===== src/rtl/ifetch_pkg.sv =====
// Shared types and constants for the instruction fetch stage.
package ifetch_pkg;

    localparam int unsigned INSTR_W = 32;
    localparam logic [31:0] RESET_PC_DEFAULT = 32'h0040001c;

    typedef enum logic [2:0] {
        StIdle,
        StReq,
        StHold,
        StStep,
        StFault
    } fetch_state_e;

endpackage


===== src/rtl/ifetch_timer.sv =====
// Clearable saturating cycle counter; flags expiry once it has counted TIMEOUT-1.
module ifetch_timer #(
    parameter int unsigned TIMEOUT = 16
) (
    input  logic clk,
    input  logic rst_n,
    input  logic clr,
    input  logic en,
    output logic expired
);

    localparam int unsigned W = (TIMEOUT > 2) ? $clog2(TIMEOUT) : 1;
    localparam logic [W-1:0] LAST = W'(TIMEOUT - 1);

    logic [W-1:0] count_q, count_d;

    always_comb begin
        count_d = count_q;
        if (clr) begin
            count_d = '0;
        end else if (en && (count_q != LAST)) begin
            count_d = count_q + W'(1);
        end
    end

    always_ff @(posedge clk or negedge rst_n) begin
        if (!rst_n) begin
            count_q <= '0;
        end else begin
            count_q <= count_d;
        end
    end

    assign expired = (count_q == LAST);

endmodule


===== src/rtl/ifetch_unit.sv =====
// Instruction fetch stage: fetches the word at pc_in over req/ack, hands it to decode
// over valid/ready and pulses pc_step once decode has taken it.
module ifetch_unit
    import ifetch_pkg::*;
#(
    parameter logic [31:0] RESET_PC = RESET_PC_DEFAULT,
    parameter int unsigned TIMEOUT  = 16,
    parameter int unsigned CNT_W    = 16
) (
    input  logic               clk,
    input  logic               rst_n,
    input  logic [31:0]        pc_in,
    output logic               pc_step,
    output logic               imem_req,
    output logic [31:0]        imem_addr,
    input  logic               imem_ack,
    input  logic [INSTR_W-1:0] imem_rdata,
    output logic               instr_valid,
    output logic [INSTR_W-1:0] instr,
    output logic [31:0]        instr_pc,
    input  logic               instr_ready,
    output logic [CNT_W-1:0]   fetch_count,
    output logic               fault
);

    fetch_state_e state_q, state_d;

    logic               pc_step_q, pc_step_d;
    logic               imem_req_q, imem_req_d;
    logic [31:0]        imem_addr_q, imem_addr_d;
    logic               instr_valid_q, instr_valid_d;
    logic [INSTR_W-1:0] instr_q, instr_d;
    logic [31:0]        instr_pc_q, instr_pc_d;
    logic [CNT_W-1:0]   fetch_count_q, fetch_count_d;
    logic               fault_q, fault_d;

    logic timer_clr, timer_en, timer_expired;

    ifetch_timer #(
        .TIMEOUT (TIMEOUT)
    ) u_timer (
        .clk     (clk),
        .rst_n   (rst_n),
        .clr     (timer_clr),
        .en      (timer_en),
        .expired (timer_expired)
    );

    always_comb begin
        state_d       = state_q;
        pc_step_d     = pc_step_q;
        imem_req_d    = imem_req_q;
        imem_addr_d   = imem_addr_q;
        instr_valid_d = instr_valid_q;
        instr_d       = instr_q;
        instr_pc_d    = instr_pc_q;
        fetch_count_d = fetch_count_q;
        fault_d       = fault_q;
        timer_clr     = 1'b0;
        timer_en      = 1'b0;

        case (state_q)
            // In STEP the PC register has already moved, so both exits sample the new PC.
            StIdle, StStep: begin
                pc_step_d = 1'b0;
                if (pc_in[1:0] != 2'b00) begin
                    fault_d = 1'b1;
                    state_d = StFault;
                end else begin
                    imem_addr_d = pc_in;
                    imem_req_d  = 1'b1;
                    timer_clr   = 1'b1;
                    state_d     = StReq;
                end
            end
            StReq: begin
                if (imem_ack) begin
                    instr_d       = imem_rdata;
                    instr_pc_d    = imem_addr_q;
                    instr_valid_d = 1'b1;
                    imem_req_d    = 1'b0;
                    fetch_count_d = fetch_count_q + CNT_W'(1);
                    state_d       = StHold;
                end else if (timer_expired) begin
                    imem_req_d = 1'b0;
                    fault_d    = 1'b1;
                    state_d    = StFault;
                end else begin
                    timer_en = 1'b1;
                end
            end
            StHold: begin
                if (instr_ready) begin
                    instr_valid_d = 1'b0;
                    pc_step_d     = 1'b1;
                    state_d       = StStep;
                end
            end
            StFault: begin
                imem_req_d    = 1'b0;
                instr_valid_d = 1'b0;
                pc_step_d     = 1'b0;
                fault_d       = 1'b1;
            end
            default: begin
                imem_req_d    = 1'b0;
                instr_valid_d = 1'b0;
                pc_step_d     = 1'b0;
                fault_d       = 1'b1;
                state_d       = StFault;
            end
        endcase
    end

    always_ff @(posedge clk or negedge rst_n) begin
        if (!rst_n) begin
            state_q       <= StIdle;
            pc_step_q     <= 1'b0;
            imem_req_q    <= 1'b0;
            imem_addr_q   <= '0;
            instr_valid_q <= 1'b0;
            instr_q       <= '0;
            instr_pc_q    <= RESET_PC;
            fetch_count_q <= '0;
            fault_q       <= 1'b0;
        end else begin
            state_q       <= state_d;
            pc_step_q     <= pc_step_d;
            imem_req_q    <= imem_req_d;
            imem_addr_q   <= imem_addr_d;
            instr_valid_q <= instr_valid_d;
            instr_q       <= instr_d;
            instr_pc_q    <= instr_pc_d;
            fetch_count_q <= fetch_count_d;
            fault_q       <= fault_d;
        end
    end

    assign pc_step     = pc_step_q;
    assign imem_req    = imem_req_q;
    assign imem_addr   = imem_addr_q;
    assign instr_valid = instr_valid_q;
    assign instr       = instr_q;
    assign instr_pc    = instr_pc_q;
    assign fetch_count = fetch_count_q;
    assign fault       = fault_q;

endmodule


===== config.mk =====
export PLATFORM = sky130hd
export DESIGN_NAME = ifetch_unit
export DESIGN_NICKNAME = d
export VERILOG_FILES = /design/src/rtl/ifetch_pkg.sv /design/src/rtl/ifetch_timer.sv /design/src/rtl/ifetch_unit.sv
export SDC_FILE = /design/constraint.sdc
export NUM_CORES = 1
export LEC_CHECK = 0
export BUFFER_PORTS_ARGS = -buffer_cell sky130_fd_sc_hd__buf_4
export CAP_MARGIN = 10
export CELL_PAD_IN_SITES_DETAIL_PLACEMENT = 0
export CELL_PAD_IN_SITES_GLOBAL_PLACEMENT = 1
export CORE_ASPECT_RATIO = 1.75
export CORE_MARGIN = 2
export CORE_UTILIZATION = 36
export CTS_CLUSTER_DIAMETER = 40
export CTS_CLUSTER_SIZE = 12
export DETAILED_ROUTE_END_ITERATION = 12
export PLACE_DENSITY_LB_ADDON = 0.1
export SYNTH_ARGS = -nofsm -noshare
export SYNTH_HDL_FRONTEND = slang
export SYNTH_SLANG_ARGS = --single-unit

===== constraint.sdc =====
create_clock -name clk -period 1.87 [get_ports clk]
set_input_delay 0.0935 -clock clk [delete_from_list [all_inputs] [get_ports clk]]
set_output_delay 0.0935 -clock clk [all_outputs]
set_load 0.02 [all_outputs]

======== Word level (Yosys, flattened, before mapping) ========
Cells that the tools add are included.
storage, ports and cells
  register bits ........................... 123
  bits of input ports ..................... 68
  output and inout bits ................... 116
  word-level logic and storage cells ...... 67
operators by class
  add/subtract/negate cells ............... 2
  eq/ne operators ......................... 13
  muxes and demuxes ....................... 25
  bitwise operators ....................... 5
  reductions and logical operators ........ 12
operators with widths
  cell                                           number
  adder 16 x 1 -> 16 bit, second input constant  1
  two-way mux 1 bit                              14
  two-way mux 3 bit                              4
  inequality test 2 bit, second input constant   6
  one-hot mux 3 bit (4 select lines)             1
  one-hot mux 1 bit (3 select lines)             3
  AND reduction 3 bit                            3
  two-way mux 4 bit                              2
  == test 3 x 2 -> 1 bit, second input constant  2
  AND reduction 2 bit                            3
  NOT 1 bit                                      5
  adder 4 x 1 -> 4 bit, second input constant    1
  == test 4 bit, second input constant           1
  inequality test 4 bit, second input constant   1
  AND reduction 4 bit                            1
  nonzero test 2 bit                             2
  == test 3 x 1 -> 1 bit, second input constant  1
  == test 3 bit, second input constant           1
  logical NOT 3 bit                              1
  inequality test 3 bit, second input constant   1
  one-hot mux 1 bit (2 select lines)             1
  OR reduction 2 bit                             1
  logical AND 1 bit                              1

======== Depth between registers and ports, before layout ========
Gate-level depths: netlist of the first run.
  depth after elaboration ................. 7
  gate-level depth with buffers ........... 6
  mapped depth without buffers ............ 5

======== Hierarchy ========
Synthesis of the first run repeated with hierarchy kept, for this count alone.
second synthesis, totals
  cell total of the unflattened synthesis .. 460
  area, all modules ....................... 4862.2 µm²
modules (own cells, without submodules)
  module        times used  cells an instance  area each (µm²)  sequential area each (µm²)
  ifetch_unit   1           440                4633.2           2982.9
  ifetch_timer  1           20                 229.0            100.1

======== Least setup slack after synthesis of the first run ========
No wires, ideal clock.
  path kind ............................... register -> register
  from .................................... reg fetch_count_q[0] (netlist: fetch_count[0])
  to ...................................... reg fetch_count_q[14] (netlist: fetch_count[14])
  setup time .............................. 0.080 ns
  arrival ................................. 1.626 ns
  required time ........................... 1.790 ns
  slack ................................... 0.165 ns
  stages on the path, launching flop included .. 6
  buffers on the path ..................... 0
  period minus slack after synthesis ...... 1.705 ns
  cell sequence ........................... dfrtp_1 > ha_1 > nand4_1 > or4_4 > nor3_2 > xor2_1
between the ends
  cells in the longest elaborated chain, start to end .. 1
RTL lines
  what                      line                RTL
  start: declaration        ifetch_unit.sv:34   logic [CNT_W-1:0] fetch_count_q, fetch_count_d;
  start signal: assignment  ifetch_unit.sv:134  fetch_count_q <= fetch_count_d;
  adder 16 x 1 -> 16 bit    ifetch_unit.sv:82   fetch_count_d = fetch_count_q + CNT_W'(1);
No other way between the ends.
A chain may end at the register's enable or synchronous reset.

======== Worst setup path in the final report of the first run ========
  from .................................... reg state_q[1]
  to ...................................... reg imem_addr_q[0] (netlist: imem_addr[0])
between the ends
  cells in the longest elaborated chain, start to end .. 3
  elaborated cells between the ends (all ways) .. 4
  those cells by class .................... eq/ne: 1; reduce/logical: 3
RTL lines
  what                                                                line                RTL
  start: declaration                                                  ifetch_unit.sv:26   fetch_state_e state_q, state_d;
  start signal: assignment                                            ifetch_unit.sv:117  state_q <= StIdle;
  start signal: assignment                                            ifetch_unit.sv:127  state_q <= state_d;
  == test 3 x 2 -> 1 bit / logical NOT 3 bit (equally long branches)  ifetch_unit.sv:62   case (state_q)
  OR reduction 2 bit *                                                ifetch_unit.sv:62
  AND reduction 2 bit (no source line) *                              n/a
  end signal: assignment                                              ifetch_unit.sv:130  imem_addr_q <= imem_addr_d;
  end: declaration                                                    ifetch_unit.sv:30   logic [31:0] imem_addr_q, imem_addr_d;
Every way passes the cells marked *; elsewhere a longest branch is shown, timed or not.

==> flow_metrics.py, run 1 <==
metrics = {
    "logic_synthesis": {
        "synth-edff-count": 0,
        "netlist_instances": 528,
        "synth_cell_types": 40,
        "synthesis.nets": 598,
        "async_flop_share": 1.00,
        "syn-cell-area_um2": 4920,
        "synth-seq-cells": 123,
        "synth_commonest_cells": "nand2_1, dfrtp_1, clkbuf_1, nor2_1, xor2_1",
        "yosysTopAreaCellShare": 0.605,
        "synthTopCellsByArea": "dfrtp_1, nand2_1, dfstp_2",
        "syn-mean-instance-area_um2": 9.32,
        "synth.yosys.warnings": 0,
        "yosys.area.top_type": "dfrtp_1",
        "yosysSeqAreaShare": 0.627,
        "synth_top_flop_cell": "dfrtp_1",
        "yosys.cell_count.top_type": "nand2_1",
    },
    "sta": {
        "maxSlewViolCount": 0,
        "finalCriticalPeriod_ns": 1.73,
        "final.setup.tns_ns": 0,
        "fmax_mhz": 577,
        "finalHoldViolCount": 0,
        "maxSlewHeadroom": 0.636,
        "finalSetupViolCount": 0,
        "rsz0062_at_grt": "false",
        "period_share": 0.927,
        "tightest_slew_ns": 0.546,
        "fin_skew_ns": 0.00818,
    },
    "floorplan": {
        "initial_core_util": 0.368,
        "chipWidth_um": 92.4,
        "rows": 56,
        "die_y_um": 159,
        "core_area_um2": 13400,
        "die-area_um2": 14600,
        "io_pins": 184,
    },
    "clock_tree": {
        "tritoncts": "done",
        "path_clk_slew_ns": 0.06,
        "cts_num_sinks": 123,
        "clock_latency_ns": 0.41,
        "cts-root-buf": "clkbuf_16",
        "cts_buffers": 17,
        "clk_path_buf_depth": 2,
        "htree_levels": 4,
    },
    "routing": {
        "drt_iter0_markers": 199,
        "antenna_left": 0,
        "dr_total_vias": 4346,
        "finalWirelength_um": 13600,
        "route.detailed.drc": 0,
        "wl_per_cell_um": 14.0,
        "vias_per_cell": 4.50,
        "first_pass_iters": 4,
    },
    "global_route": {
        "met3_usage": 0.0540,
        "gr-usage-met1": 0.213,
        "grt_util_all_layers": 0.192,
        "grt_max_degree": 67,
        "globalRouteMet2Util": 0.351,
        "grt_pass1_wl_um": 21900,
        "antenna_found_initial": 0,
        "grt_pass1_vias": 4405,
        "top_usage_layer": "met2",
        "grt_overflow": 0,
    },
    "min_path": {
        "hold_path.class": "input port to flip-flop",
    },
    "worst_setup_path": {
        "r2r_slack_ns": 0.14,
        "worstSetupPathType": "flip-flop to flip-flop",
        "critPathLaunchType": "flip-flop",
        "worstPathRequired_ns": 2.17,
        "end_kind": "flip-flop",
        "cp.arrival_ns": 2.03,
        "cp_max_fo": 33,
    },
    "power": {
        "combPwrFrac": 0.091,
        "internal_power_w": 0.00481,
        "p_leak_nw": 4.19,
        "p_switching_w": 0.00153,
        "p_clk_frac": 0.469,
        "cellPowerDensity_nw_per_um2": 820,
        "ir_drop_mv": 0.594,
        "swShare": 0.241,
        "seqPwrFrac": 0.440,
    },
    "status": {
        "status": "completed",
    },
    "finish": {
        "syn2layout_area_growth_pct": 57.2,
        "fin_util": 0.578,
        "n_antenna_cell": 0,
        "layout-drive-gt1-share": 0.307,
        "nets": 849,
    },
    "placement": {
        "place.gp.congestion": 0.743,
        "portBuffers": 183,
        "dp_hpwl_um": 8840,
    },
    "flow_run": {
        "maxCapViolCount": 0,
    },
}
[kinds of logic (layout without fill, tap and decap cells)]
logic type | after synthesis | in the layout | synth area share
and+or+nand+nor | 346 | 346 | 0.298
DFF | 123 | 123 | 0.627
buffers and inverters | 26 | 290 | 0.0226
xor gates and xnor gates | 17 | 17 | 0.0303
AOI/OAI and AO/OA | 13 | 13 | 0.0155
adders and majority gates | 2 | 2 | 0.00509
muxes | 1 | 1 | 0.00204
[per-stage QoR]
stage | cells | cell area, um2 | total power [W] | setup WS [ns] | hold WS [ns]
floorplan | 528 | 4920 | 0.00299 | 0.165 | -0.202
global placement | 871 | 6550 | 0.00330 | 0.138 | 0.0350
detailed placement | 871 | 6550 | 0.00331 | 0.133 | 0.0481
CTS | 966 | 7720 | 0.00644 | 0.115 | 0.00451
global route | 966 | 7730 | 0.00662 | 0.0407 | 0.0214
finish | 966 | 7730 | 0.00634 | 0.137 | 0.0222
[critical path, stage by stage (launching register included)]
cell	delay, ns
dfrtp_1	0.49
xor2_1	0.22
or4_1	0.42
buf_4	0.28
and2_1	0.21
[power by group through the flow]
stage,Combinational (W),Clock [W],Sequential [W]
final,0.000574,0.00297,0.00279
after global routing,0.000625,0.00319,0.00280
after CTS,0.000581,0.00306,0.00279
after detailed placement,0.000474,0,0.00284
after global placement,0.000468,0,0.00283
after floorplan,0.0000602,0,0.00293
[flip-flops by register name, summed over array words and instances (netlist names)]
register         cells
imem_req             1
fetch_count         16
state_q              3
u_timer.count_q      4
instr               32
pc_step              1
imem_addr           32
fault                1
instr_pc            32
instr_valid          1
[repair_timing]
item / CTS / global route
setup endpoints to repair: 0 / 9
endpoints found under the hold margin: 95 / 0
resized for setup: 0 / 3
hold buffers: 63 / 0
setup buffers: 0 / 0
[cells in the final DEF, fill, tap and decap left out, drive strengths merged, types with 2 or more instances in the layout]
master	netlist	layout
a21oi	5	5
and2	2	2
and3	2	2
buf	12	193
clkbuf	12	19
clkinv	0	5
clkinvlp	0	5
dfrtp	119	119
dfstp	4	4
dlygate4sd3	0	63
ha	2	2
inv	2	5
nand2	294	294
nand2b	3	3
nand3	7	7
nand4	3	3
nor2	12	12
nor2b	2	2
nor3	6	6
nor4	2	2
nor4b	2	2
o21ai	3	3
or2	2	2
or3	3	3
or4	2	2
xnor2	7	7
xor2	10	10
[path summary, 6_finish.rpt]
kind                              from         endpoint  cells past startpoint
max in group asynchronous        rst_n      instr_pc[2]                      3
min                        instr_ready       state_q[0]                      3
min in group asynchronous        rst_n  fetch_count[13]                      2
max                         state_q[1]     imem_addr[0]                      4
min reg2reg                instr_pc[3]      instr_pc[3]                      2
max reg2reg                 state_q[1]     imem_addr[0]                      4
[layout make-up]
type	count	area, um2
Sequential cell	123	3080
Timing Repair Buffer	256	2140
Fill cell	1155	5650
Multi-Input combinational cell	379	1740
Inverter	2	7.51
Clock buffer	19	453
Clock inverter	13	92.6
Tap cell	174	218
[metal layers]
layer / vias to the layer above / part of all wire
met3: 14 / 0.056
met1: 2055 / 0.39
met5: - / 0
li1: 2148 / -
met4: 0 / 0.012
met2: 129 / 0.55
Power figures use the tool's default switching activity.
==> inputs of run 2 (changes only) <==
CORE_UTILIZATION = 37   (was 36)
SYNTH_HIERARCHICAL = 1   (was not set)
==> run 2 against run 1 <==
Utilization rose by 3.2 points. Largest power group unchanged. Final cell count decreased by 6.2%. Combinational power decreased by 16%. Clock skew shrank 0.0026 ns. Critical path type unchanged. Synthesized cell count fell by 13%. Critical path depth rose by 2. Sequential power down 1%. Sequential share of layout area fell by 0.60 points. Total power grew 4.1%. Wire length fell by 7.0%.
==> flow_metrics.py, run 2 <==
metrics = {
    "logic_synthesis": {
        "async_flop_share": 1.00,
        "netlist_instances": 460,
        "syn-cell-area_um2": 4860,
        "yosys.area.top_type": "dfrtp_1",
        "synth_commonest_cells": "nand2_1, dfrtp_1, mux2_2",
        "synthesis.nets": 530,
        "yosysTopAreaCellShare": 0.612,
        "synth-seq-cells": 123,
        "synthTopCellsByArea": "dfrtp_1, nand2_1, mux2_2",
        "synth_top_flop_cell": "dfrtp_1",
        "yosys.cell_count.top_type": "nand2_1",
        "synth-edff-count": 0,
        "synth_cell_types": 40,
        "synth.yosys.warnings": 6,
        "syn-mean-instance-area_um2": 10.6,
        "yosysSeqAreaShare": 0.634,
    },
    "finish": {
        "nets": 792,
        "multi_input_area_um2": 1720,
        "final_cells": 906,
        "seq_area_um2": 3080,
        "num-fill-cells": 1079,
        "n_antenna_cell": 0,
        "syn2layout_area_growth_pct": 61.3,
        "final_cell_mix": "nand2_1, buf_4, dfrtp_1",
        "layout-drive-gt1-share": 0.373,
        "layout_commonest_cell": "nand2_1",
    },
    "sta": {
        "final.setup.tns_ns": 0,
        "maxSlewViolCount": 0,
        "finalHoldViolCount": 0,
        "period_share": 0.938,
        "hold_ws_ns": 0.0907,
        "tightest_slew_ns": 0.383,
        "fmax_mhz": 570,
        "fin_skew_ns": 0.00556,
        "finalSetupViolCount": 0,
        "maxSlewHeadroom": 0.743,
        "finalCriticalPeriod_ns": 1.75,
        "rsz0062_at_grt": "false",
    },
    "worst_setup_path": {
        "slowest_stage": "dfrtp_1",
        "worstPathRequired_ns": 2.16,
        "worstSetupPathType": "flip-flop to flip-flop",
        "cp.arrival_ns": 2.04,
        "cp_max_fo": 5,
        "end_kind": "flip-flop",
        "critPathLaunchType": "flip-flop",
        "max_stage_delay_ns": 0.40,
        "cp_cell_sequence": "ha_2, and3_4, nor4_2, buf_4, nor2b_4, mux2_4",
    },
    "routing": {
        "finalWirelength_um": 12600,
        "dr_total_vias": 4120,
        "first_pass_iters": 4,
        "vias_per_cell": 4.55,
        "wl_per_cell_um": 13.9,
        "route.detailed.drc": 0,
        "drt_iter0_markers": 190,
        "antenna_left": 0,
    },
    "clock_tree": {
        "cts-root-buf": "clkbuf_16",
        "path_clk_slew_ns": 0.05,
        "cts_buffers": 17,
        "clock_latency_ns": 0.41,
        "htree_levels": 4,
        "clk_path_buf_depth": 2,
        "tritoncts": "done",
        "cts_num_sinks": 123,
    },
    "global_route": {
        "antenna_found_initial": 0,
        "grt_pass1_wl_um": 20600,
        "grt_util_all_layers": 0.183,
        "grt_max_degree": 69,
        "grt_pass1_vias": 4200,
        "grt_overflow": 0,
    },
    "power": {
        "ir_drop_mv": 0.585,
        "cellPowerDensity_nw_per_um2": 841,
        "p_leak_nw": 4.17,
        "total_power_w": 0.00660,
    },
    "floorplan": {
        "rows": 55,
        "core_area_um2": 12900,
        "io_pins": 184,
        "die_y_um": 156,
        "die-area_um2": 14100,
        "initial_core_util": 0.378,
        "chipWidth_um": 90.7,
    },
    "placement": {
        "place.gp.congestion": 0.769,
        "portBuffers": 183,
        "dp_hpwl_um": 8570,
        "dp_cells": 809,
    },
    "flow_run": {
        "maxCapViolCount": 0,
    },
    "min_path": {
        "hold_path.class": "input port to flip-flop",
    },
    "status": {
        "status": "completed",
    },
}
run 2: cell types whose count changed after synthesis, sizes merged, moves of 4 or more:
cell   delta
mux2     +31
nand2    -85
nand3     -4
xnor2     +5
xor2      -6
run 2: cells by family after synthesis:
kind of cell / synth area share
AND/OR/NAND/NOR: 0.226
flip-flops: 0.634
multiplexers: 0.0746
buffers and inverters: 0.0190
XOR/XNOR: 0.0288
AO/OA/AOI/OAI: 0.0103
adder cells (fa/ha/maj): 0.00720
run 2: worst max-delay path, delay by kind of cell (launching register included):
family                   cells  cell delay, ns
AND/OR/NAND/NOR              3            0.54
flip-flops                   1            0.40
multiplexers                 1            0.31
adder cells (fa/ha/maj)      1            0.21
buffers and inverters        1            0.17
run 2: report_power, final:
| group | internal (W) | total [W] | switching (W) |
|---|---|---|---|
| Sequential | 0.00272 | 0.00275 | 0.0000388 |
| Combinational | 0.000282 | 0.000485 | 0.000203 |
| Clock | 0.00220 | 0.00336 | 0.00116 |
| Total | 0.00520 | 0.00660 | 0.00140 |
run 2: worst paths after layout:
path	startpoint	end	slack (ns)	cells after the start
min in group asynchronous	rst_n	fetch_count[13]	0.15	2
min	pc_in[0]	imem_addr[31]	0.09	3
max	u_timer/count_q[0]	u_timer/count_q[0]	0.12	6
min reg2reg	instr_pc[4]	instr_pc[4]	0.46	2
max reg2reg	u_timer/count_q[0]	u_timer/count_q[0]	0.12	6
max in group asynchronous	rst_n	instr_pc[4]	1.05	3
run 2: metal layers:
metal / global-route usage / share of wire / up-vias
met3: 0.0483 / 0.064 / 22
li1: - / - / 1995
met5: 0 / 0 / -
met1: 0.220 / 0.41 / 1965
met2: 0.309 / 0.50 / 138
met4: 0.0791 / 0.023 / 0
run 2: metrics by stage:
stage	util	worst slack, ns	instance area [um2]
5_1_grt	0.610	0.0288	7840
4_1_cts	0.609	0.0672	7830
3_5_place_dp	0.511	0.0797	6580
6_report	0.610	0.116	7840
3_3_place_gp	0.511	0.137	6580
2_1_floorplan	-	0.0724	4870
run 2: timing repair:
action	4_1_cts	5_1_grt
gates resized for setup	0	1
hold endpoints to repair	125	0
setup endpoints to repair	0	2
hold buffers	64	0
buffers inserted	0	1
run 2: final cells by class:
class	instances	share of cell area
Tap cell	171	0.0273
Clock buffer	22	0.0605
Inverter	2	0.000957
Clock inverter	10	0.0177
Timing Repair Buffer	263	0.282
Multi-Input combinational cell	315	0.219
Sequential cell	123	0.393
==> inputs of run 3 (changes only) <==
==> constraint.sdc (replaced) <==
create_clock -name clk -period 1.87 [get_ports clk]
set_input_delay 0.2805 -clock clk [delete_from_list [all_inputs] [get_ports clk]]
set_output_delay 0.2805 -clock clk [all_outputs]
set_load 0.02 [all_outputs]
==> run 3 against run 2 <==
Clock-buffer cell count shrank 4. Critical path depth is the same. Global-route usage shrank 0.17 points. Final cell count shrank 7.2%. Non-clock buffer count shrank 65. Combinational power shrank 23%. Critical path type unchanged. Largest power group unchanged.
==> flow_metrics.py, run 3 (synthesized netlist as in run 2, its figures left out) <==
metrics = {
    "global_route": {
        "globalRouteMet2Util": 0.312,
        "grt_util_all_layers": 0.181,
        "grt_max_degree": 69,
        "grt_pass1_wl_um": 20200,
        "antenna_found_initial": 0,
        "grt_overflow": 0,
        "met3_usage": 0.0546,
        "top_usage_layer": "met2",
        "grt_pass1_vias": 4077,
        "gr-usage-met1": 0.215,
    },
    "finish": {
        "syn2layout_area_growth_pct": 49.2,
        "layout-drive-gt1-share": 0.407,
        "n_antenna_cell": 0,
        "num-fill-cells": 1149,
        "final_cell_mix": "nand2_1, buf_4, dfrtp_1",
        "stdcell_area_um2": 7250,
        "final_cells": 841,
        "layout_commonest_cell": "nand2_1",
        "nets": 727,
    },
    "clock_tree": {
        "postCtsHoldBufs": 1,
        "cts_num_sinks": 123,
        "cts-root-buf": "clkbuf_16",
        "tritoncts": "done",
        "htree_levels": 4,
        "cts-resized-gates": 0,
        "clk_path_buf_depth": 2,
        "path_clk_slew_ns": 0.06,
        "cts_buffers": 17,
        "clock_latency_ns": 0.41,
        "post_cts_buffers": 0,
    },
    "routing": {
        "route.detailed.drc": 0,
        "antenna_left": 0,
        "finalWirelength_um": 12400,
        "wl_per_cell_um": 14.7,
        "drt_iter0_markers": 180,
        "dr_total_vias": 3857,
        "first_pass_iters": 4,
        "vias_per_cell": 4.59,
    },
    "sta": {
        "period_share": 0.970,
        "finalCriticalPeriod_ns": 1.81,
        "final.setup.tns_ns": 0,
        "rsz0062_at_grt": "false",
        "fin_ws_ns": 0.0561,
        "finalHoldViolCount": 0,
        "maxSlewHeadroom": 0.754,
        "fmax_mhz": 551,
        "maxSlewViolCount": 0,
        "tightest_slew_ns": 0.368,
        "finalSetupViolCount": 0,
        "fin_skew_ns": 0.00719,
    },
    "floorplan": {
        "die_y_um": 156,
        "die-area_um2": 14100,
        "rows": 55,
        "chipWidth_um": 90.7,
        "initial_core_util": 0.378,
        "io_pins": 184,
        "core_area_um2": 12900,
    },
    "placement": {
        "dp_cells": 808,
        "place.gp.congestion": 0.757,
        "portBuffers": 183,
        "dp_hpwl_um": 8650,
        "place_ws_ns": 0.0925,
        "placed_area_um2": 6560,
    },
    "worst_setup_path": {
        "critPathLaunchType": "flip-flop",
        "r2r_start": "u_timer/count_q[0]",
        "worstSetupPathType": "flip-flop to flip-flop",
        "end_kind": "flip-flop",
        "r2r-end": "u_timer/count_q[0]",
        "r2r_slack_ns": 0.06,
        "r2r_cells": 6,
        "worstPathRequired_ns": 2.16,
        "cp_max_fo": 6,
        "cp.arrival_ns": 2.11,
    },
    "power": {
        "total_power_w": 0.00689,
        "cellPowerDensity_nw_per_um2": 950,
        "p_leak_nw": 3.93,
        "ir_drop_mv": 0.644,
    },
    "status": {
        "status": "completed",
    },
    "flow_run": {
        "maxCapViolCount": 0,
    },
    "min_path": {
        "min_path_cells": 3,
        "hp-start": "imem_rdata[21]",
        "min_to": "instr[21]",
        "hold_path.class": "input port to flip-flop",
    },
}
run 3: changes by cell type in the layout (fill, tap and decap cells not counted), sizes merged:
cell	previous run	this run
clkbuf	22	18
bufinv	3	6
clkinvlp	4	3
clkinv	2	4
dlygate4sd3	64	1
buf	199	197
run 3: cell type report:
cell class | instances | area (um2) | area share
flip-flops and latches | 123 | 3080 | 0.425
multi-input cells | 315 | 1710 | 0.236
repair buffers | 198 | 1550 | 0.214
clock buffers | 18 | 439 | 0.0606
clock inverters | 14 | 243 | 0.0335
well taps | 171 | 214 | 0.0295
inverters | 2 | 7.51 | 0.00104
run 3: how the worst max path moves through the flow:
| stage | slack (ns) | startpoint | cells past startpoint | to |
|---|---|---|---|---|
| after floorplan | 0.07 | u_timer/count_q[0] | 5 | u_timer/count_q[0] |
| after CTS | 0.06 | u_timer/count_q[0] | 6 | u_timer/count_q[0] |
| after detailed placement | 0.09 | u_timer/count_q[0] | 6 | u_timer/count_q[0] |
| final | 0.06 | u_timer/count_q[0] | 6 | u_timer/count_q[0] |
| after global routing | 0.002 | u_timer/count_q[0] | 6 | u_timer/count_q[0] |
| after global placement | 0.12 | u_timer/count_q[0] | 6 | u_timer/count_q[0] |
run 3: metrics by stage:
step / hold WS, ns / utilization
global route: 0.0460 / 0.564
global placement: 0.317 / 0.510
finish: 0.0591 / 0.564
detailed placement: 0.311 / 0.510
CTS: 0.0389 / 0.564
floorplan: -0.0151 / -
run 3: report_power, final:
| group | internal, W | switching (W) | leakage, nW |
|---|---|---|---|
| logic | 0.000196 | 0.000179 | 1.94 |
| clock network | 0.00254 | 0.00122 | 0.323 |
| registers | 0.00271 | 0.0000383 | 1.67 |
run 3: per-layer routing:
metal	wire [um]	share of wire	vias to the layer above
li1	-	-	1866
met1	5010	0.40	1840
met2	6510	0.52	140
met3	747	0.060	11
met4	138	0.011	0
met5	0	0	-
run 3: critical path, cell delays in order (launching register included):
cell,delay [ns]
dfrtp_1,0.41
ha_1,0.25
and3_4,0.18
nor4_2,0.21
buf_4,0.17
nor2b_4,0.16
mux2_4,0.31
